--- config.mk ---
export PLATFORM = sky130hd
export DESIGN_NAME = microwave_controller
export DESIGN_NICKNAME = d
export VERILOG_FILES = /design/src/rtl/microwave_controller.sv
export SDC_FILE = /design/constraint.sdc
export NUM_CORES = 1
export LEC_CHECK = 0
export ABC_AREA = 1
export BUFFER_PORTS_ARGS = -buffer_cell sky130_fd_sc_hd__buf_2
export CORE_UTILIZATION = 50
export DETAILED_ROUTE_END_ITERATION = 12
export HOLD_SLACK_MARGIN = 0.06
export PLACE_DENSITY = 0.74
export SLEW_MARGIN = 20
export SYNTH_ARGS = -nofsm -noshare
export SYNTH_HDL_FRONTEND = slang
export SYNTH_SLANG_ARGS = --single-unit
export TNS_END_PERCENT = 20
--- constraint.sdc ---
create_clock -name clk -period 1.7 [get_ports clk]
set_input_delay 0.34 -clock clk [delete_from_list [all_inputs] [get_ports clk]]
set_output_delay 0.34 -clock clk [all_outputs]
set_load 0.01 [all_outputs]
--- src/rtl/microwave_controller.sv ---
// Microwave sequencer: keypad digit entry into an M:SS buffer, cook/pause/done FSM, 1 Hz countdown.
// Latency: every input takes effect at the first rising edge that samples it; outputs are registered except enablen.
// Backpressure: none. The keypad is gated via enablen, and digits or edges outside IDLE/SET are dropped.
//
// Ports:
//   clk, resetn          clock and synchronous active-low reset
//   D, loadn, enablen    keypad encoder digit, digit-valid (low), encoder enable (low)
//   startn, stopn,       front-panel buttons (active-low); door_closed = 1 when the door is shut
//   clearn, door_closed
//   tick_1hz             one-cycle strobe, once per second
//   mins, sec_tens,      BCD cook-time buffer (M:SS)
//   sec_ones
//   mag_on, done, state  magnetron drive, completion pulse, FSM state for debug/display
module microwave_controller (
  input  logic       clk,
  input  logic       resetn,
  input  logic [3:0] D,
  input  logic       loadn,
  output logic       enablen,
  input  logic       startn,
  input  logic       stopn,
  input  logic       clearn,
  input  logic       door_closed,
  input  logic       tick_1hz,
  output logic [3:0] mins,
  output logic [3:0] sec_tens,
  output logic [3:0] sec_ones,
  output logic       mag_on,
  output logic       done,
  output logic [2:0] state
);

  typedef enum logic [2:0] {
    IDLE  = 3'd0,
    SET   = 3'd1,
    COOK  = 3'd2,
    PAUSE = 3'd3,
    DONE  = 3'd4
  } state_t;

  state_t     state_q, state_d;
  logic [3:0] mins_d, tens_d, ones_d;
  logic       done_d;
  logic       loadn_prev, startn_prev;
  logic       digit_fall, start_fall;

  // Falling-edge detectors: a held button or key acts only once.
  assign digit_fall = loadn_prev & ~loadn;
  assign start_fall = startn_prev & ~startn;

  assign enablen = ~((state_q == IDLE) || (state_q == SET));
  assign state   = state_q;

  always_comb begin
    state_d = state_q;
    mins_d  = mins;
    tens_d  = sec_tens;
    ones_d  = sec_ones;
    done_d  = 1'b0;

    if (!clearn) begin
      state_d = IDLE;
      mins_d  = 4'd0;
      tens_d  = 4'd0;
      ones_d  = 4'd0;
    end else begin
      case (state_q)
        IDLE, SET: begin
          // A start that actually launches a cook wins over a same-cycle digit.
          if (start_fall && (state_q == SET) && door_closed) begin
            state_d = COOK;
          end else if (digit_fall && (D <= 4'd9)) begin
            mins_d  = sec_tens;
            tens_d  = sec_ones;
            ones_d  = D;
            state_d = ({sec_tens, sec_ones, D} != 12'd0) ? SET : IDLE;
          end
        end

        COOK: begin
          // Stop/door beats tick: a tick in the same cycle is dropped.
          if (!stopn || !door_closed) begin
            state_d = PAUSE;
          end else if (tick_1hz) begin
            if (sec_ones != 4'd0) begin
              ones_d = sec_ones - 4'd1;
            end else begin
              ones_d = 4'd9;
              if (sec_tens != 4'd0) begin
                tens_d = sec_tens - 4'd1;
              end else begin
                tens_d = 4'd5;
                mins_d = mins - 4'd1;
              end
            end
            if ({mins, sec_tens, sec_ones} == 12'h001) begin
              state_d = DONE;
              done_d  = 1'b1;
            end
          end
        end

        PAUSE: begin
          if (!stopn) begin
            state_d = IDLE;
            mins_d  = 4'd0;
            tens_d  = 4'd0;
            ones_d  = 4'd0;
          end else if (start_fall && door_closed) begin
            state_d = COOK;
          end
        end

        DONE: begin
          if (!door_closed) begin
            state_d = IDLE;
          end
        end

        default: begin
          state_d = IDLE;
          mins_d  = 4'd0;
          tens_d  = 4'd0;
          ones_d  = 4'd0;
        end
      endcase
    end
  end

  always_ff @(posedge clk) begin
    if (!resetn) begin
      state_q     <= IDLE;
      mins        <= 4'd0;
      sec_tens    <= 4'd0;
      sec_ones    <= 4'd0;
      mag_on      <= 1'b0;
      done        <= 1'b0;
      loadn_prev  <= 1'b1;
      startn_prev <= 1'b1;
    end else begin
      state_q     <= state_d;
      mins        <= mins_d;
      sec_tens    <= tens_d;
      sec_ones    <= ones_d;
      // Following the next state keeps the magnetron off on the very edge the door opens.
      mag_on      <= (state_d == COOK);
      done        <= done_d;
      loadn_prev  <= loadn;
      startn_prev <= startn;
    end
  end

endmodule

==> results of run 1 <==
## cell type report
cell class | instances | share of cell area, %
flip-flops and latches | 19 | 23.5
multi-input cells | 167 | 53.6
inverters | 35 | 8.23
repair buffers | 33 | 10.8
well taps | 30 | 2.31
clock buffers | 4 | 1.62
## worst max-delay path, stage by stage (launching register included)
cell     delay, ns
dfxtp_2       0.44
nor2_4        0.06
buf_4         0.16
inv_1         0.17
buf_2         0.17
## synth_stat cells
cell type | count | share of area, %
nand4_1 | 2 | 0.91
nand3_4 | 2 | 2.5
o21ai_4 | 1 | 1.2
xnor2_1 | 1 | 0.63
o21ai_0 | 5 | 1.8
nor3_1 | 1 | 0.36
inv_2 | 2 | 0.54
a22oi_1 | 3 | 1.6
nand3_1 | 21 | 7.6
buf_6 | 2 | 1.6
inv_1 | 32 | 8.7
nor2_2 | 1 | 0.45
a21oi_1 | 13 | 4.7
nor2_1 | 55 | 15
xor2_1 | 1 | 0.63
nand2_1 | 48 | 13
dfxtp_1 | 19 | 28
nand2_8 | 1 | 1.5
nand2_2 | 2 | 0.91
nand3b_1 | 1 | 0.54
inv_4 | 1 | 0.45
nor2_4 | 3 | 2.4
buf_1 | 1 | 0.27
and2_1 | 1 | 0.45
ha_1 | 5 | 4.5
## report_power, final
| part | total, uW | internal (uW) | switching, uW |
|---|---|---|---|
| registers | 475 | 460 | 14.8 |
| clock network | 240 | 91.7 | 148 |
| logic | 210 | 79.9 | 130 |
| total | 925 | 631 | 293 |
## what timing repair did
item | in CTS | in global routing
gates resized for setup | 2 | 8
pin swaps | 0 | 1
endpoints found under the setup margin | 2 | 10
endpoints found under the hold margin | 0 | 0
## registers in the layout, indices dropped and copies added (netlist names)
signal and count:
sec_tens 4, state 3, startn_prev 1, done 1, loadn_prev 1, mag_on 1
mins 4, sec_ones 4
## kinds of logic (layout without fill, tap and decap cells)
family | count (synthesis) | after routing | share of synthesized area (%)
compound gates | 22 | 22 | 9.34
xor+xnor | 2 | 2 | 1.27
fa+ha+maj | 5 | 5 | 4.53
buf+inv | 38 | 72 | 11.6
flops | 19 | 19 | 27.6
simple gates | 138 | 138 | 45.7
## final timing paths
path,startpoint,end,slack [ns],cells after the start
max reg2reg,sec_tens[0]$_SDFFE_PN0P_,mins[3]$_SDFFE_PN0P_,0.16,9
min,clearn,mag_on$_SDFF_PN0_,0.21,2
max,state[1]$_SDFF_PN0_,enablen,0.06,4
min reg2reg,mins[0]$_SDFFE_PN0P_,mins[0]$_SDFFE_PN0P_,0.50,2
## metal layers
layer	global-route usage (%)	wire, um	up-vias
met5	0	0	-
met4	8.97	48	0
met3	2.78	154	5
met2	40.4	1490	38
met1	34.9	1620	642
li1	-	-	769
## metrics by stage
| stage | std cells | total power, uW | utilization [%] | setup TNS [ns] |
|---|---|---|---|---|
| final | 288 | 925 | 63.9 | 0 |
| after global routing | 288 | 980 | 63.9 | -0.00873 |
| after CTS | 288 | 925 | 62.8 | 0 |
| after detailed placement | 284 | 686 | 61.6 | 0 |
| after global placement | 284 | 685 | 61.6 | -0.00136 |
| after floorplan | 224 | 624 | - | 0 |
==> metrics.md, run 1 <==
| Metric | Value |
|---|---|
| Post-CTS Setup Inserts | `0` |
| Total core area | `0.00254 sq mm` |
| Multi-input gate area | `872 sq um` |
| Relative slew slack | `70.7%` |
| Diode count | `0` |
| Crit-path max FO | `6` |
| Placed Area | `0.00157 sq mm` |
| Synth Instances | `224` |
| Clock Tree Buf Depth | `2` |
| Gr ovfl total | `0` |
| CTS tree | `built` |
| Final WL | `3320 um` |
| Crit path capture type | `output pin` |
| Final Hold Viols | `0` |
| Worst Skew | `0.00538 ns` |
| Clock latency on the worst-skew pair | `0.31 ns` |
| Rows | `18` |
| 1st-iter DRT viols | `35` |
| Root Buffer | `clkbuf_4` |
| Max_cap viols | `0` |
| Clock Sinks | `19` |
| Commonest non-fill, non-tap cell in the layout | `nor2_1` |
| Syn nets | `241` |
| Area grow syn2layout | `17.9%` |
| Largest net degree at the start of global routing | `13` |
| Synthesized area | `0.00138 sq mm` |
| Wire per inst | `11.5 um` |
| Fraction of layout cells with a size suffix above 1 | `22.1%` |
| Global Route Usage Sum | `25.3%` |
| TritonCTS Buffers | `3` |
| H-tree depth | `1` |
| Most frequent cells in the layout | `nor2_1, nand2_1, inv_1` |
| Min Hold Slack | `0.209 ns` |
| Tcrit/Tclk final | `96.5%` |
| Worst-path clk slew | `0.11 ns` |
| Status | `finished clean` |
| Fmax | `610 MHz` |
| Final net count | `276` |
| Hold crit path type | `in2reg` |
| Pre-CTS setup slack | `0.0137 ns` |
| Initial antenna violation count | `0` |
| First-pass GRT wire length | `5340 um` |
| FF+latch count, synth | `19` |
| DP Wirelength | `2540 um` |
| Die H | `54.5 um` |
| Final worst slack | `0.0598 ns` |
| Syn. warnings | `0` |
| Via Count | `1454` |
| Vias in the first global route | `1212` |
| Num ports | `30` |
| Register area | `382 sq um` |
| Mean post-synth cell area | `6.16 sq um` |
| Worst Tran Pin Value | `0.439 ns` |
| Peak supply drop | `0.439 mV` |
| Port Buffers | `29` |
| Netlist cell types | `25` |
| FILL cells | `267` |
| Worst setup SP type | `flop` |
| Drc violations | `0` |
| Final Critical Period | `1.64 ns` |
| Via-to-Cell Ratio | `5.05` |
| Leak pwr | `0.000890 uW` |
| CP arrival | `1.30 ns` |
| Final antenna-violating net count | `0` |
| Sequential cell area fraction in the yosys report | `27.6%` |
| Fin. max-slew vios | `0` |
| 1st-pass router iterations | `4` |
| Die W | `54.5 um` |
| Post-Layout Inst Area | `0.00163 sq mm` |
| Power per cell area | `569 mW/mm^2` |
| Setup violators final | `0` |
| Req. time, crit path | `1.36 ns` |
| Initial Utilization | `54.2%` |
| CTS Hold Buffers Added | `0` |
| Setup Crit Path Kind | `reg2out` |
| Full die area | `0.00297 sq mm` |
| RePlAce Congestion | `0.880` |
Power figures use the tool's default switching activity.
==> run 2: changes to the inputs <==
clock period = 1.9 ns   (was 1.7 ns; I/O delays follow)
==> run 2 against run 1 <==
First-iteration DRC count increased by 2.9%. Core utilization decreased by 1.9 points. Worst hold slack improved by 0.026 ns. Setup slack improved by 0.11 ns. Final cell count decreased by 1.0%. Largest cell class unchanged.
==> metrics.md, run 2 (synthesis gave the netlist of run 1 again) <==
| Metric | Value |
|---|---|
| Req. time, crit path | `1.52 ns (was 1.36 ns)` |
| Crit-path max FO | `7 (was 6)` |
| DP Wirelength | `2460 um (was 2540 um)` |
| Clk network pwr share | `26.9% (was 25.9%)` |
| Final Hold Viols | `0 (unchanged)` |
| Switch Pwr | `269 uW (was 293 uW)` |
| H-tree depth | `1 (unchanged)` |
| Full die area | `0.00297 sq mm (unchanged)` |
| Post-Layout Inst Area | `0.00158 sq mm (was 0.00163 sq mm)` |
| Num ports | `30 (unchanged)` |
| Leak pwr | `0.000874 uW (was 0.000890 uW)` |
| Tcrit/Tclk final | `91.2%` |
| RSZ-0062 raised after global routing | `no` |
| Clock Tree Buf Depth | `2 (unchanged)` |
| Initial antenna violation count | `0 (unchanged)` |
| Final Critical Period | `1.73 ns` |
| Internal power consumption | `557 uW (was 631 uW)` |
| Area grow syn2layout | `14.4% (was 17.9%)` |
| CP startpoint | `state[1]$_SDFF_PN0_ (unchanged)` |
| Worst setup SP type | `flop (unchanged)` |
| Critical R2R Launch | `sec_tens[0]$_SDFFE_PN0P_ (unchanged)` |
| Gr ovfl total | `0 (unchanged)` |
| Placed Area | `0.00154 sq mm (was 0.00157 sq mm)` |
| RePlAce Congestion | `0.879 (was 0.880)` |
| Diode count | `0 (unchanged)` |
| Die H | `54.5 um (unchanged)` |
| Placed Cells | `281 (was 284)` |
| Via Count | `1420 (was 1454)` |
| 1st-iter DRT viols | `36 (was 35)` |
| Fmax | `577 MHz` |
| Power per cell area | `523 mW/mm^2 (was 569 mW/mm^2)` |
| Final WL | `3180 um (was 3320 um)` |
| First-pass GRT wire length | `5450 um (was 5340 um)` |
| Commonest non-fill, non-tap cell in the layout | `nor2_1 (unchanged)` |
| CP arrival | `1.35 ns (was 1.30 ns)` |
| Wire per inst | `11.2 um (was 11.5 um)` |
| TritonCTS Buffers | `3 (unchanged)` |
| Die W | `54.5 um (unchanged)` |
| Max_cap viols | `0 (unchanged)` |
| Port Buffers | `29 (unchanged)` |
| Total core area | `0.00254 sq mm (unchanged)` |
| Sw Share | `32.6% (was 31.7%)` |
| Root Buffer | `clkbuf_4 (unchanged)` |
| Initial Utilization | `54.2% (unchanged)` |
| Worst Skew | `0.0103 ns (was 0.00538 ns)` |
| Clock latency on the worst-skew pair | `0.32 ns (was 0.31 ns)` |
| Final net count | `273 (was 276)` |
| Most frequent cells in the layout | `nor2_1, nand2_1, inv_1 (unchanged)` |
| Peak supply drop | `0.484 mV (was 0.439 mV)` |
| Worst Tran Pin Value | `0.390 ns (was 0.439 ns)` |
| Fraction of layout cells with a size suffix above 1 | `19.2% (was 22.1%)` |
| Vias in the first global route | `1240 (was 1212)` |
| Final cell count without fillers | `285 (was 288)` |
| Via-to-Cell Ratio | `4.98 (was 5.05)` |
| Drc violations | `0 (unchanged)` |
| Comb pwr share | `21.5% (was 22.7%)` |
| Fin. max-slew vios | `0 (unchanged)` |
| 1st-pass router iterations | `4 (unchanged)` |
| CTS Hold Buffers Added | `0 (unchanged)` |
| Min Hold Slack | `0.235 ns (was 0.209 ns)` |
| CTS tree | `built (unchanged)` |
| Clock Sinks | `19 (unchanged)` |
| Final antenna-violating net count | `0 (unchanged)` |
| Sequential share of power | `51.6% (was 51.3%)` |
| Largest net degree at the start of global routing | `13 (unchanged)` |
| Relative slew slack | `74.0% (was 70.7%)` |
| Setup TNS | `0 ns (unchanged)` |
| Crit path capture type | `output pin (unchanged)` |
| Hold crit path type | `in2reg (unchanged)` |
| Rows | `18 (unchanged)` |
| Largest registers | `mins x4, sec_ones x4, sec_tens x4 (unchanged)` |
| Status | `finished clean (unchanged)` |
| Hold path start | `clearn (unchanged)` |
| Global Route Usage Sum | `25.8% (was 25.3%)` |
| Setup violators final | `0 (unchanged)` |
| Worst-path clk slew | `0.12 ns (was 0.11 ns)` |
| Setup Crit Path Kind | `reg2out (unchanged)` |
[run 2: cell types whose count changed in the layout (fill, tap and decap cells not counted), sizes merged]
cell | before | now
buf | 33 | 30
clkbuf | 4 | 3
clkinv | 0 | 1
[run 2: path summary, 6_finish.rpt]
path                                             end  slack, ns  depth (start not counted)
worst max-delay path                         enablen       0.17                          3
worst min-delay path               mag_on$_SDFF_PN0_       0.23                          2
worst max register to register  mins[2]$_SDFFE_PN0P_       0.21                          9
worst min register to register  mins[0]$_SDFFE_PN0P_       0.50                          2
[run 2: power by group through the flow]
| stage | logic, uW | clock network [uW] | registers, uW |
|---|---|---|---|
| after floorplan | 121 | 0 | 437 |
| after global placement | 175 | 0 | 435 |
| after detailed placement | 175 | 0 | 435 |
| after CTS | 176 | 228 | 426 |
| after global routing | 207 | 244 | 429 |
| final | 177 | 222 | 426 |
[run 2: metal layers]
layer	track usage (%)	wire, um
met1	34.8	1590
met2	41.9	1430
met3	5.83	137
met4	5.13	18
met5	0	0
[run 2: timing repair]
action / in CTS / in global routing
resized for setup: 0 / 2
setup buffers: 0 / 0
setup endpoints to repair: 0 / 3
[run 2: cell type report]
| cell class | instances | area (sq um) |
|---|---|---|
| fillers | 256 | 966 |
| multi-input cells | 167 | 847 |
| flip-flops and latches | 19 | 380 |
| repair buffers | 30 | 153 |
| inverters | 35 | 134 |
| well taps | 30 | 37.5 |
| clock buffers | 3 | 22.5 |
| clock inverters | 1 | 5.00 |
[run 2: metrics by stage]
| stage | utilization (%) | power [uW] | worst slack (ns) |
|---|---|---|---|
| after floorplan | - | 559 | 0.409 |
| after global placement | 60.7 | 611 | 0.170 |
| after detailed placement | 60.7 | 610 | 0.211 |
| after CTS | 61.8 | 830 | 0.0198 |
| after global routing | 62.0 | 880 | 0.0349 |
| final | 62.0 | 826 | 0.167 |
[run 2: critical path, stage by stage, from the launching register on]
cell and delay [ns]:
dfxtp_1 0.40, nor2_2 0.27, inv_1 0.19, buf_2 0.18
